--- src/rtl/alarm_sequencer_pkg.sv ---
// ---------------------------------------------------------------------------
// alarm_sequencer_pkg
//   Shared definitions for the home alarm sequencer:
//   - state encodings (also exported on the debug 'state' port)
//   - default delay lengths and counter width
// ---------------------------------------------------------------------------
package alarm_sequencer_pkg;

    typedef enum logic [2:0] {
        ST_DISARMED    = 3'd0,
        ST_EXIT_DELAY  = 3'd1,
        ST_ARMED       = 3'd2,
        ST_ENTRY_DELAY = 3'd3,
        ST_ALARM       = 3'd4
    } state_t;

    localparam int DEF_EXIT_CYCLES  = 16;
    localparam int DEF_ENTRY_CYCLES = 16;
    localparam int DEF_SIREN_CYCLES = 64;
    localparam int DEF_CNT_W        = 8;

endpackage : alarm_sequencer_pkg

--- src/rtl/alarm_delay_timer.sv ---
// ---------------------------------------------------------------------------
// alarm_delay_timer
//   Loadable down-counter used for exit, entry and siren timing.
//   load has priority over dec; the count never wraps below zero.
// Ports:
//   clk       in   rising-edge clock
//   rst_n     in   asynchronous active-low reset (count -> 0)
//   load      in   load load_val this cycle
//   load_val  in   value to load [CNT_W-1:0]
//   dec       in   decrement request (ignored when count is zero)
//   count     out  current count [CNT_W-1:0]
//   zero      out  1 when count == 0
// ---------------------------------------------------------------------------
module alarm_delay_timer #(
    parameter int CNT_W = 8
) (
    input  logic             clk,
    input  logic             rst_n,
    input  logic             load,
    input  logic [CNT_W-1:0] load_val,
    input  logic             dec,
    output logic [CNT_W-1:0] count,
    output logic             zero
);

    logic [CNT_W-1:0] count_q;

    always_ff @(posedge clk or negedge rst_n) begin
        if (!rst_n) begin
            count_q <= '0;
        end else if (load) begin
            count_q <= load_val;
        end else if (dec && (count_q != '0)) begin
            count_q <= count_q - 1'b1;
        end
    end

    assign count = count_q;
    assign zero  = (count_q == '0);

endmodule : alarm_delay_timer

--- src/rtl/alarm_sequencer.sv ---
// ---------------------------------------------------------------------------
// alarm_sequencer
//   Sequential home alarm controller: arm/disarm tracking, timed exit and
//   entry delays for door/garage, window intrusion, panic, and a
//   time-limited siren. All outputs are registered.
// Ports:
//   clk            in   rising-edge clock
//   rst_n          in   asynchronous active-low reset
//   panic          in   panic button (level)
//   arm_req        in   arm request pulse
//   disarm_req     in   disarm request pulse (valid code entered)
//   window         in   window sensor, 1 = open
//   door           in   door sensor, 1 = open
//   garage         in   garage sensor, 1 = open
//   alarm          out  siren enable
//   armed          out  1 in ARMED or ENTRY_DELAY
//   exit_pending   out  1 in EXIT_DELAY
//   entry_pending  out  1 in ENTRY_DELAY
//   arm_fault      out  one-cycle pulse when an arm request is refused
//   state          out  current state encoding [2:0]
// ---------------------------------------------------------------------------
module alarm_sequencer
    import alarm_sequencer_pkg::*;
#(
    parameter int EXIT_CYCLES  = DEF_EXIT_CYCLES,
    parameter int ENTRY_CYCLES = DEF_ENTRY_CYCLES,
    parameter int SIREN_CYCLES = DEF_SIREN_CYCLES,
    parameter int CNT_W        = DEF_CNT_W
) (
    input  logic       clk,
    input  logic       rst_n,
    input  logic       panic,
    input  logic       arm_req,
    input  logic       disarm_req,
    input  logic       window,
    input  logic       door,
    input  logic       garage,
    output logic       alarm,
    output logic       armed,
    output logic       exit_pending,
    output logic       entry_pending,
    output logic       arm_fault,
    output logic [2:0] state
);

    // A delay of N cycles is counted N-1 .. 0 while in the timed state.
    localparam logic [CNT_W-1:0] EXIT_LOAD  = CNT_W'(EXIT_CYCLES - 1);
    localparam logic [CNT_W-1:0] ENTRY_LOAD = CNT_W'(ENTRY_CYCLES - 1);
    localparam logic [CNT_W-1:0] SIREN_LOAD = CNT_W'(SIREN_CYCLES - 1);

    state_t           state_q;
    state_t           state_nx;
    logic             fault_nx;
    logic             tmr_load;
    logic [CNT_W-1:0] tmr_load_val;
    logic             tmr_dec;
    logic [CNT_W-1:0] tmr_count;
    logic             tmr_zero;

    alarm_delay_timer #(
        .CNT_W (CNT_W)
    ) u_timer (
        .clk      (clk),
        .rst_n    (rst_n),
        .load     (tmr_load),
        .load_val (tmr_load_val),
        .dec      (tmr_dec),
        .count    (tmr_count),
        .zero     (tmr_zero)
    );

    // Next-state and timer control. Priority within a cycle:
    // panic > disarm_req > window > door|garage > timer expiry > arm_req.
    always_comb begin
        state_nx     = state_q;
        fault_nx     = 1'b0;
        tmr_load     = 1'b0;
        tmr_load_val = '0;
        tmr_dec      = 1'b0;

        if (panic) begin
            // Reloading every cycle keeps the siren running while panic is held.
            state_nx     = ST_ALARM;
            tmr_load     = 1'b1;
            tmr_load_val = SIREN_LOAD;
        end else begin
            case (state_q)
                ST_DISARMED: begin
                    // A simultaneous disarm cancels the arm attempt silently.
                    if (arm_req && !disarm_req) begin
                        if (window || door || garage) begin
                            fault_nx = 1'b1;
                        end else begin
                            state_nx     = ST_EXIT_DELAY;
                            tmr_load     = 1'b1;
                            tmr_load_val = EXIT_LOAD;
                        end
                    end
                end

                ST_EXIT_DELAY: begin
                    // door/garage are expected here: the occupant is leaving.
                    if (disarm_req) begin
                        state_nx = ST_DISARMED;
                    end else if (window) begin
                        state_nx     = ST_ALARM;
                        tmr_load     = 1'b1;
                        tmr_load_val = SIREN_LOAD;
                    end else if (tmr_zero) begin
                        state_nx = ST_ARMED;
                    end else begin
                        tmr_dec = 1'b1;
                    end
                end

                ST_ARMED: begin
                    if (disarm_req) begin
                        state_nx = ST_DISARMED;
                    end else if (window) begin
                        state_nx     = ST_ALARM;
                        tmr_load     = 1'b1;
                        tmr_load_val = SIREN_LOAD;
                    end else if (door || garage) begin
                        state_nx     = ST_ENTRY_DELAY;
                        tmr_load     = 1'b1;
                        tmr_load_val = ENTRY_LOAD;
                    end
                end

                ST_ENTRY_DELAY: begin
                    // Further door/garage activity must not restart the delay.
                    if (disarm_req) begin
                        state_nx = ST_DISARMED;
                    end else if (window || tmr_zero) begin
                        state_nx     = ST_ALARM;
                        tmr_load     = 1'b1;
                        tmr_load_val = SIREN_LOAD;
                    end else begin
                        tmr_dec = 1'b1;
                    end
                end

                ST_ALARM: begin
                    // Siren timeout re-arms the system rather than disarming it.
                    if (disarm_req) begin
                        state_nx = ST_DISARMED;
                    end else if (tmr_zero) begin
                        state_nx = ST_ARMED;
                    end else begin
                        tmr_dec = 1'b1;
                    end
                end

                default: begin
                    state_nx = ST_DISARMED;
                end
            endcase
        end
    end

    // State register with outputs decoded from the next state, so every
    // output is a flop that lines up with the state it describes.
    always_ff @(posedge clk or negedge rst_n) begin
        if (!rst_n) begin
            state_q       <= ST_DISARMED;
            alarm         <= 1'b0;
            armed         <= 1'b0;
            exit_pending  <= 1'b0;
            entry_pending <= 1'b0;
            arm_fault     <= 1'b0;
        end else begin
            state_q       <= state_nx;
            alarm         <= (state_nx == ST_ALARM);
            armed         <= (state_nx == ST_ARMED) || (state_nx == ST_ENTRY_DELAY);
            exit_pending  <= (state_nx == ST_EXIT_DELAY);
            entry_pending <= (state_nx == ST_ENTRY_DELAY);
            arm_fault     <= fault_nx;
        end
    end

    assign state = state_q;

endmodule : alarm_sequencer

--- config.mk ---
export PLATFORM = sky130hd
export DESIGN_NAME = alarm_sequencer
export DESIGN_NICKNAME = d
export VERILOG_FILES = /design/src/rtl/alarm_sequencer_pkg.sv /design/src/rtl/alarm_delay_timer.sv /design/src/rtl/alarm_sequencer.sv
export SDC_FILE = /design/constraint.sdc
export NUM_CORES = 1
export LEC_CHECK = 0
export CORE_MARGIN = 3
export CORE_UTILIZATION = 47
export DETAILED_ROUTE_END_ITERATION = 7
export HOLD_SLACK_MARGIN = 0.1
export PLACE_DENSITY = 0.78
export SETUP_SLACK_MARGIN = 0.1
export SLEW_MARGIN = 25
export SYNTH_ARGS = -nofsm -noshare
export SYNTH_HDL_FRONTEND = slang
export SYNTH_HIERARCHICAL = 1
export SYNTH_SLANG_ARGS = --single-unit
--- constraint.sdc ---
create_clock -name clk -period 2.7 [get_ports clk]
set_input_delay 0.54 -clock clk [delete_from_list [all_inputs] [get_ports clk]]
set_output_delay 0.54 -clock clk [all_outputs]
set_load 0.005 [all_outputs]
==> flow_metrics.tcl <==
set metrics [dict create \
    required_ps 2870 \
    critical_path.cell_chain "inv_2 -> ha_2 -> or3b_4 -> nor2_4 -> a21o_1 -> a31oi_2 -> o211ai_1 -> buf_4 -> buf_4 -> nor3_1 -> a221o_1" \
    nFillCells 163 \
    drc 0 \
    die_w_um 52.3 \
    synth_cell_types 46 \
    crit_buf_inv 3 \
    grt_max_degree 17 \
    mappedNetlistArea_sq_mm 0.00101 \
    cts_made_buffers 3 \
    grt_use_met3_pct 2.56 \
    worstPathArrival_ps 2680 \
    leakage_nw 0.563 \
    gp_congestion 0.847 \
    numClockSinks 16 \
    synth-xor-area-share_pct 0.868 \
    met1_usage_pct 24.6 \
    fmax_mhz 398 \
    synth_warnings 6 \
    power.total_mw 0.555 \
    io_buffers 15 \
    netlist_instances 112 \
    muxShareOfSynthArea_pct 0 \
    coreArea_sq_mm 0.00200 \
    min_period_ps 2510 \
    antenna_found_initial 0 \
    grt_setup_unrepaired "false" \
    drtIter0Drc 17 \
    clk_latency_ps 270 \
    cts_buffer_depth 2 \
    wirelength_um 2400 \
    setup_slack_ps 190 \
    slew_headroom_pct 50.7 \
    chipHeight_um 52.3 \
    setup_tns_ps 0 \
    yosysTopAreaCell "dfrtp_1" \
    worstSetupStartpointType "register" \
    worst_pin_slew_ps 738 \
    holdBufCountCts 0 \
    cts_tree "built" \
    fin_skew_ps 2.11 \
    synth_compound_area_share_pct 24.3 \
    wl_per_cell_um 14.0 \
    ioPinCount 16 \
    antenna_left 0 \
    vdd_drop_max_v 0.000304 \
    place_ws_ps -148 \
    synth_edf_count 0 \
    power_density_mw_per_mm2 403 \
    syn_to_final_growth_pct 36.6 \
    post_drt_via_cell_ratio 5.84 \
    grt_pass1_vias 928 \
    max_stage_delay_ps 410 \
    setup_viol 0 \
    path_class "reg -> reg" \
    final_cell_area_sq_mm 0.00138 \
    max_cap_viol_count 0 \
    ys_seq_area_share_pct 39.7 \
    synthAdderAreaFrac_pct 2.48 \
    hp-class "reg -> reg" \
    cp_top_family "compound AO/OA/AOI/OAI gates" \
    cp_common_cell "buf_4" \
    synth_common_cells "dfrtp_1, nor2_1, nand2_1" \
    slowest_stage "dfrtp_1" \
    grt_busiest_layer "met2" \
    synthMostInstantiatedCell "dfrtp_1" \
    async_reset_ff_share_pct 100 \
    dr.pass1.iters 4 \
    synth_ff_type "dfrtp_1" \
    synth_top_family_by_area "simple AND/OR/NAND/NOR gates" \
    dieArea_sq_mm 0.00274 \
    hold_ws_ps 619 \
    ys_top_cells_by_area "dfrtp_1, nor2_1, nand2_1" \
    synthSimpleGateAreaFrac_pct 27.5 \
    place_area_sq_mm 0.00125 \
    drv_slew 0 \
    nNetsFinal 155 \
    synth.top_cell.area_share_pct 39.7 \
    cts_root_buffer "clkbuf_4" \
    grt_util_met2_pct 31.0 \
    drive_above_1_share_pct 23.6 \
    avgSynthCellArea_sq_um 9.00 \
    hold_violations 0 \
    grt_pass1_wl_um 3890 \
    vias 999 \
    ys_seq_elements 16 \
    antenna_cells 0 \
    cp_max_fo 4 \
    gr-total-overflow 0 \
    start_util_pct 50.4 \
    path_clk_slew_ps 90 \
    cts_htree_levels 1 \
    rows 16 \
    hpwl_um 1730 \
    grtUsageTotal_pct 18.6 \
    run_status "completed" \
    cp-end-kind "register" \
    finalCritPeriodShare_pct 93.0 \
]
## path summary, 6_finish.rpt
path | slack [ps] | cells past startpoint | end | start
setup / recovery | 190 | 11 | u_timer/count[5] | u_timer/count[0]
hold / removal | 620 | 2 | u_timer/count[4] | u_timer/count[4]
setup reg to reg | 190 | 11 | u_timer/count[5] | u_timer/count[0]
hold reg to reg | 620 | 2 | u_timer/count[4] | u_timer/count[4]
max in group asynchronous | 1550 | 1 | u_timer/count[3] | rst_n
min in group asynchronous | 690 | 1 | u_timer/count[7] | rst_n
## cell families (layout without fill, tap and decap cells)
logic type / count (synthesis) / after routing
compound gates: 33 / 33
xor+xnor: 1 / 1
fa+ha+maj: 2 / 2
buf+inv: 10 / 41
flops: 16 / 16
other cells: 1 / 2
simple gates: 49 / 49
## tightest hold or removal path, stage by stage, from the launching register on
cell and delay [ps]:
dfrtp_1 420, o31ai_1 80, a31oi_1 90
## state kept, by name, indices dropped and copies added, names as in the netlist
register and flops:
u_timer/count 8, state 3, alarm 1, arm_fault 1
armed 1, entry_pending 1, exit_pending 1
## stage by stage
stage | cells | utilization, %
finish | 171 | 68.8
global route | 171 | 68.8
CTS | 167 | 66.1
detailed placement | 160 | 62.7
global placement | 160 | 62.7
floorplan | 113 | -
## cell type report
cell class | count | area (sq um) | area share (%)
inverters | 4 | 17.5 | 1.27
multi-input cells | 87 | 604 | 43.9
flip-flops and latches | 16 | 400 | 29.1
clock buffers | 4 | 36.3 | 2.63
well taps | 27 | 33.8 | 2.45
repair buffers | 33 | 285 | 20.7
## layout by cell type, fill, tap and decap left out, types with 2 or more instances in the layout
cell and n:
clkbuf_4 3, nor3_1 6, or3_1 2, buf_4 18, nor2_1 9, nor3b_1 4
a31oi_1 2, o21ai_0 4, nor2b_1 2, a21o_1 2, a221o_1 2, dfrtp_1 16
o21bai_1 2, clkdlybuf4s50_1 15, or3b_4 2, nand2_1 9, nand3_1 3, inv_1 2
o211ai_1 3, conb_1 2, nand4_1 2, or4_1 3, a21oi_1 4
## power breakdown
part / internal [mW] / total [mW] / switching (mW)
clock: 0.0819 / 0.154 / 0.0725
sequential: 0.255 / 0.274 / 0.0188
combinational: 0.0662 / 0.127 / 0.0611
total: 0.403 / 0.555 / 0.152
## metal layers
metal | vias to the layer above | share of wire [%]
li1 | 489 | -
met1 | 488 | 45
met2 | 20 | 51
met3 | 2 | 3.2
met4 | 0 | 0.50
met5 | - | 0
## repair_timing
action                                  in CTS  in global routing
setup buffers                                3                  4
endpoints found under the hold margin        0                  0
gates resized for setup                      3                  6
pin swaps                                    1                  3
endpoints found under the setup margin       6                  5
Power figures use the tool's default switching activity.
